===== src/rtl/sensor_scan_controller.sv =====
// Sensor scan controller: walks six multiplexed sensors, settles the mux,
// samples Y and debounces each sensor into a registered occupancy map.
module sensor_scan_controller #(
  parameter int unsigned SETTLE   = 2,
  parameter int unsigned DEBOUNCE = 3
) (
  input  logic       Clk,
  input  logic       Rst_n,
  input  logic       Run,
  input  logic [5:0] Mask,
  input  logic       Y,
  output logic [4:0] Selector,
  output logic       Enable,
  output logic [5:0] Occupancy,
  output logic       Change,
  output logic [2:0] ChangeIdx,
  output logic       ScanDone,
  output logic       Busy
);

  typedef enum logic [2:0] {
    S_IDLE,
    S_SELECT,
    S_SETTLE,
    S_SAMPLE,
    S_NEXT
  } state_t;

  localparam logic [3:0] SETTLE_LD = 4'(SETTLE);
  localparam logic [3:0] DB        = 4'(DEBOUNCE);

  state_t          state, state_n;
  logic [2:0]      idx, idx_n;
  logic [3:0]      scnt, scnt_n;
  logic [5:0][2:0] cnt;
  logic [2:0]      lo, up;
  logic [4:0]      sel_n;
  logic            act_n;
  logic            done_n;

  // Lowest unmasked sensor number strictly above 'from'; 0 if none.
  function automatic logic [2:0] first_at(
    input logic [5:0] m,
    input logic [2:0] from
  );
    first_at = 3'd0;
    for (int k = 5; k >= 0; k--)
      if (!m[k] && 3'(k + 1) > from)
        first_at = 3'(k + 1);
  endfunction

  assign lo = first_at(Mask, 3'd0);
  assign up = first_at(Mask, idx);

  always_ff @(posedge Clk or negedge Rst_n) begin
    if (!Rst_n) begin
      state <= S_IDLE;
      idx   <= '0;
      scnt  <= '0;
    end else begin
      state <= state_n;
      idx   <= idx_n;
      scnt  <= scnt_n;
    end
  end

  always_comb begin
    state_n = state;
    idx_n   = idx;
    scnt_n  = scnt;
    unique case (state)
      S_IDLE: begin
        if (Run && lo != 3'd0) begin
          state_n = S_SELECT;
          idx_n   = lo;
        end
      end
      S_SELECT: begin
        state_n = S_SETTLE;
        scnt_n  = SETTLE_LD;
      end
      S_SETTLE: begin
        scnt_n = scnt - 4'd1;
        if (scnt <= 4'd1)
          state_n = S_SAMPLE;
      end
      S_SAMPLE: state_n = S_NEXT;
      S_NEXT: begin
        if (up != 3'd0) begin
          state_n = S_SELECT;
          idx_n   = up;
        end else if (Run && lo != 3'd0) begin
          state_n = S_SELECT;
          idx_n   = lo;
        end else begin
          state_n = S_IDLE;
          idx_n   = '0;
        end
      end
      default: begin
        state_n = S_IDLE;
        idx_n   = '0;
      end
    endcase
  end

  always_comb begin
    sel_n  = {2'b00, idx_n};
    act_n  = (state_n != S_IDLE);
    done_n = (state == S_NEXT) && (up == 3'd0);
  end

  always_ff @(posedge Clk or negedge Rst_n) begin
    if (!Rst_n) begin
      Selector <= '0;
      Enable   <= 1'b0;
      Busy     <= 1'b0;
      ScanDone <= 1'b0;
    end else begin
      Selector <= sel_n;
      Enable   <= act_n;
      Busy     <= act_n;
      ScanDone <= done_n;
    end
  end

  // The sensor in progress keeps its counter even if masked mid-slot.
  always_ff @(posedge Clk or negedge Rst_n) begin
    if (!Rst_n) begin
      cnt       <= '0;
      Occupancy <= '0;
      Change    <= 1'b0;
      ChangeIdx <= '0;
    end else begin
      Change <= 1'b0;
      for (int k = 0; k < 6; k++) begin
        if (state == S_SAMPLE && idx == 3'(k + 1)) begin
          if (Y == Occupancy[k]) begin
            cnt[k] <= '0;
          end else if ({1'b0, cnt[k]} + 4'd1 >= DB) begin
            cnt[k]       <= '0;
            Occupancy[k] <= ~Occupancy[k];
            Change       <= 1'b1;
            ChangeIdx    <= idx;
          end else begin
            cnt[k] <= cnt[k] + 3'd1;
          end
        end else if (Mask[k] &&
                     !(state != S_IDLE && idx == 3'(k + 1))) begin
          cnt[k] <= '0;
        end
      end
    end
  end

endmodule


===== config.mk =====
export PLATFORM = sky130hd
export DESIGN_NAME = sensor_scan_controller
export DESIGN_NICKNAME = d
export VERILOG_FILES = /design/src/rtl/sensor_scan_controller.sv
export SDC_FILE = /design/constraint.sdc
export NUM_CORES = 1
export LEC_CHECK = 0
export ABC_AREA = 0
export CORE_MARGIN = 5
export CORE_UTILIZATION = 40
export DETAILED_ROUTE_END_ITERATION = 16
export PLACE_DENSITY = 0.7
export SKIP_LAST_GASP = 1
export SLEW_MARGIN = 10
export SYNTH_ARGS = -nofsm -noshare
export SYNTH_HDL_FRONTEND = slang
export SYNTH_SLANG_ARGS = --single-unit

===== constraint.sdc =====
create_clock -name Clk -period 2.4 [get_ports Clk]
set_clock_uncertainty 0.15 [all_clocks]
set_input_delay 0.24 -clock Clk [delete_from_list [all_inputs] [get_ports Clk]]
set_output_delay 0.24 -clock Clk [all_outputs]
set_load 0.01 [all_outputs]

======== After elaboration in Yosys (flattened, before gate mapping) ========
Index checks and enable logic that the tools add are counted.
word-level totals
  flip-flop bits (word level) ............. 40
  output and inout port bits .............. 18
  word-level logic and storage cells ...... 216
  input port bits ......................... 10
cells by class
  reduce and logical (&&, ||, !) cells .... 59
  muxes and demuxes ....................... 82
  equal/unequal tests ..................... 17
  magnitude comparators ................... 13
  add/subtract/negate cells ............... 13
  bitwise operators ....................... 13
operators by type and width
  kind                 count
  $mux 3               59
  $logic_and 1x1->1    26
  $add 3x1->4 const B  6
  $ge 4x2->1 const B   6
  $mux 1               20
  $add 3x1->3 const B  6
  $reduce_and 3->1     6
  $pmux 3 s5           1
  $reduce_bool 2->1    7
  $not 1->1            13
  $eq 3x2->1 const B   4
  $eq 3x3->1 const B   4
  $logic_not 1->1      12
  $reduce_bool 3->1    4
  $gt 3x3->1 const A   3
  $pmux 3 s3           1
  $pmux 4 s2           1
  $eq 1x1->1           6
  $eq 3x1->1 const B   2
  $gt 2x3->1 const A   2
  $logic_not 3->1      2
  $le 4x1->1 const B   1
  $sub 4x1->4 const B  1
  $gt 1x3->1 const A   1
  3 further kinds      3

======== Depth between registers and ports, before layout ========
  depth in word-level cells ............... 20
  gate-level depth with buffers ........... 7
  mapped depth without buffers ............ 6

======== Least setup slack after synthesis ========
No wires, ideal clock.
  kind .................................... reg2reg
  start ................................... register Selector[1] (netlist name)
  end ..................................... register ChangeIdx[0]
  cell stages (with the launch flop) ...... 8
  buffers on the path ..................... 1
  required time ........................... 2125 ps
  library setup time ...................... 125 ps
  slack ................................... 318 ps
  arrival ................................. 1806 ps
  clock period less this slack ............ 2082 ps
  path through ............................ dfrtp_1 -> buf_6 -> nand4bb_4 -> or3_1 -> o21bai_4 -> o311ai_4 -> nor2_4 -> mux2_4
RTL lines
  what                  line  text
  to (signal assigned)  144   ChangeIdx <= idx;
  to (decl)             16    output logic [2:0] ChangeIdx,

==> results.cfg <==
[routing]
drt-vias-per-instance = 5.441
avgRoutedWirePerCell_microns = 14.54
vias = 1937
drc = 0
ant_nets = 0
routed_wl_microns = 5176
initialDrtViolationCount = 55
dr.pass1.iters = 4

[grt]
use_met3_pct = 3.010
antenna_found_initial = 0
grtUsageMet2_pct = 23.97
grt_busiest_layer = met2
grt_pass1_wl_microns = 8742
overflow = 0
gr-usage-met1_pct = 19.08
grt_max_degree = 41
grtUsageTotal_pct = 14.48
first_global_vias = 1889

[clocking]
cts_tree = built
clk_pin_slew_worst_paths_ns = 0.08
post_cts_buffers = 0
cts_buffer_depth = 2
numCtsBuffers = 5
cts_root_buf = clkbuf_8
cts_resized = 0
worstSkewPairLatency_ns = 0.29
cts_sinks = 40
htree_levels = 2

[logic_synthesis]
async_flop_share_pct = 100.0
synth_simple_gate_area_share_pct = 16.04
synth_top_family_by_area = compound AO/OA/AOI/OAI gates
yosysUniqueCellTypes = 48
yosysSeqAreaShare_pct = 41.26
synth_fa_ha_area_share_pct = 5.673
muxShareOfSynthArea_pct = 7.014
syn_area_per_cell_sq_um = 9.704
synth_compound_area_share_pct = 20.94
netlist_instances = 250
synth-seq-cells = 40
syn-cell-area_sq_um = 2426
yosysWarnings = 0
ys.flop_type = dfrtp_1
synth-edff-count = 0
synth-xor-area-share_pct = 3.249

[setup_path]
cp-end-kind = flip-flop
r2r-start = Selector[0]
critPathMaxFanout = 12
required_ns = 2.44
r2r-end = ChangeIdx[1]
cp.arrival_ns = 2.18
startpoint_type = flip-flop
reg2regPathDepth = 5
crit_type = reg -> reg
rrSetupSlack_ns = 0.26

[placement]
gp_congestion = 0.8093
io_buffers = 25
placed_area_sq_um = 2766
dp.final_hpwl_microns = 3956

[pwr]
seq_power_share_pct = 35.3
worst_ir_drop_vdd_v = 0.0005356
clockPowerShare_pct = 21.8
swShare_pct = 39.45
power_frac_comb_pct = 42.9
powerDensity_nw_per_um2 = 887.3
p_leak_nw = 1.300
switching_power_mw = 1.011
p_int_mw = 1.552

[timing]
finalSetupViolCount = 0
min_period_over_period_pct = 89.17
max_slew_margin_pct = 42.28
finalHoldViolCount = 0
finalCriticalPeriod_ns = 2.140
worst_pin_slew_ns = 0.8658
drv_slew = 0
finalSetupTns_ns = 0
rsz0062_at_grt = no
fmax_ghz = 0.4672

[layout]
drive_above_1_share_pct = 13.52
area_delta_synth_final_pct = 19.03
antenna_cells = 0
final_nets = 301
finalInstanceArea_sq_um = 2888

[run]
cap_violations = 0

[worst_hold_path]
hold_path.class = reg -> reg
worstHoldStart = scnt[1]
min_to = scnt[1]
min_path_cells = 1

[die]
io_pins = 28
initial_core_util_pct = 40.98
die_w_microns = 87.88
die_h_microns = 87.88
coreArea_sq_um = 5921
rows = 28
dieArea_sq_um = 7723

[run_status]
outcome = completed
## registers in the layout, indices dropped and copies added, names as in the netlist
name       flops
ScanDone       1
state          3
Occupancy      6
Busy           1
scnt           4
Selector       3
ChangeIdx      3
Change         1
cnt           18
## cell usage in the layout (no fill, tap or decap), types with 3 or more instances in the layout
master and instances:
a21oi_1 14, a22o_1 6, a32oi_1 8, and2_1 3, buf_4 10, clkbuf_8 5
clkdlybuf4s50_1 24, dfrtp_1 40, ha_1 11, inv_1 16, mux2_2 8, mux2i_1 5
nand2_1 17, nand2b_1 5, nor2_1 21, nor2b_1 3, nor3_1 7, o211ai_1 7
o21ai_0 14, o22ai_1 5, or2_2 4, or3_1 4, xnor2_1 8
## kinds of logic after synthesis
kind of cell | Yosys count
flops | 40
xor+xnor | 9
fa+ha+maj | 11
other cells | 1
compound gates | 70
mux | 15
simple gates | 74
buf+inv | 30
## per-stage QoR
stage               setup WS (ns)  instances  power (mW)  util (%)  hold slack [ns]
global placement           0.1692        347       1.993     46.72           0.2645
finish                     0.2598        356       2.562     48.77           0.3434
detailed placement         0.1282        347       2.013     46.72           0.2685
floorplan                  0.3184        251       1.674         -          -0.2056
global route               0.1723        356       2.760     48.77           0.3796
CTS                        0.2881        356       2.577     48.77           0.3475
## synth_stat cells, drive strengths merged, types with 4 or more instances
library cell,number,area (sq um)
nor3,7,35.03
nand2,17,63.81
o22ai,5,31.28
dfrtp,40,1001
mux2,10,120.1
or3,4,25.02
nor2,22,90.09
a22o,6,52.55
a21oi,14,70.07
nand2b,5,31.28
o211ai,7,52.55
clkbuf,5,18.77
buf,9,58.80
or2,4,25.02
ha,11,137.6
inv,16,60.06
a32oi,8,70.07
mux2i,5,50.05
o21ai,14,70.07
xnor2,8,70.07
## metal layers
layer	routed length, microns	part of all wire (%)
met5	0	0
met3	220	4.3
met2	2474	48
met4	70	1.4
met1	2411	47
## critical path, cell delays in order, from the launching register on
cell,delay [ns]
dfrtp_1,0.61
nand2_1,0.23
or3_1,0.42
o221ai_2,0.23
nor2_4,0.08
mux2_4,0.30
## worst max-delay path by stage
| stage | start | end | slack (ns) | cells past startpoint |
|---|---|---|---|---|
| 6_report | Selector[0] | ChangeIdx[1] | 0.26 | 5 |
| 5_1_grt | cnt[7] | ChangeIdx[0] | 0.17 | 6 |
| 4_1_cts | Selector[0] | ChangeIdx[0] | 0.29 | 5 |
| 3_5_place_dp | Y | ChangeIdx[0] | 0.13 | 8 |
| 3_3_place_gp | Y | ChangeIdx[0] | 0.17 | 8 |
| 2_1_floorplan | Selector[1] | ChangeIdx[0] | 0.32 | 7 |
## power by group through the flow
stage | logic (mW) | clock network (mW) | registers (mW)
finish | 1.10 | 0.559 | 0.905
global route | 1.23 | 0.607 | 0.919
CTS | 1.10 | 0.570 | 0.904
detailed placement | 1.10 | 0 | 0.918
global placement | 1.08 | 0 | 0.913
floorplan | 0.813 | 0 | 0.861
## what timing repair did
action	in CTS	in global routing
endpoints found under the setup margin	0	0
endpoints found under the hold margin	40	0
hold buffers	1	0
## layout make-up
cell class / count / area, sq um
fill: 549 / 3033
multi-input combinational: 181 / 1291
sequential: 40 / 1001
timing repair buffer: 36 / 330.3
tap: 75 / 93.84
clock buffer: 5 / 68.82
inverter: 16 / 60.06
clock inverter: 3 / 42.54
(Power assumes the default switching activity.)
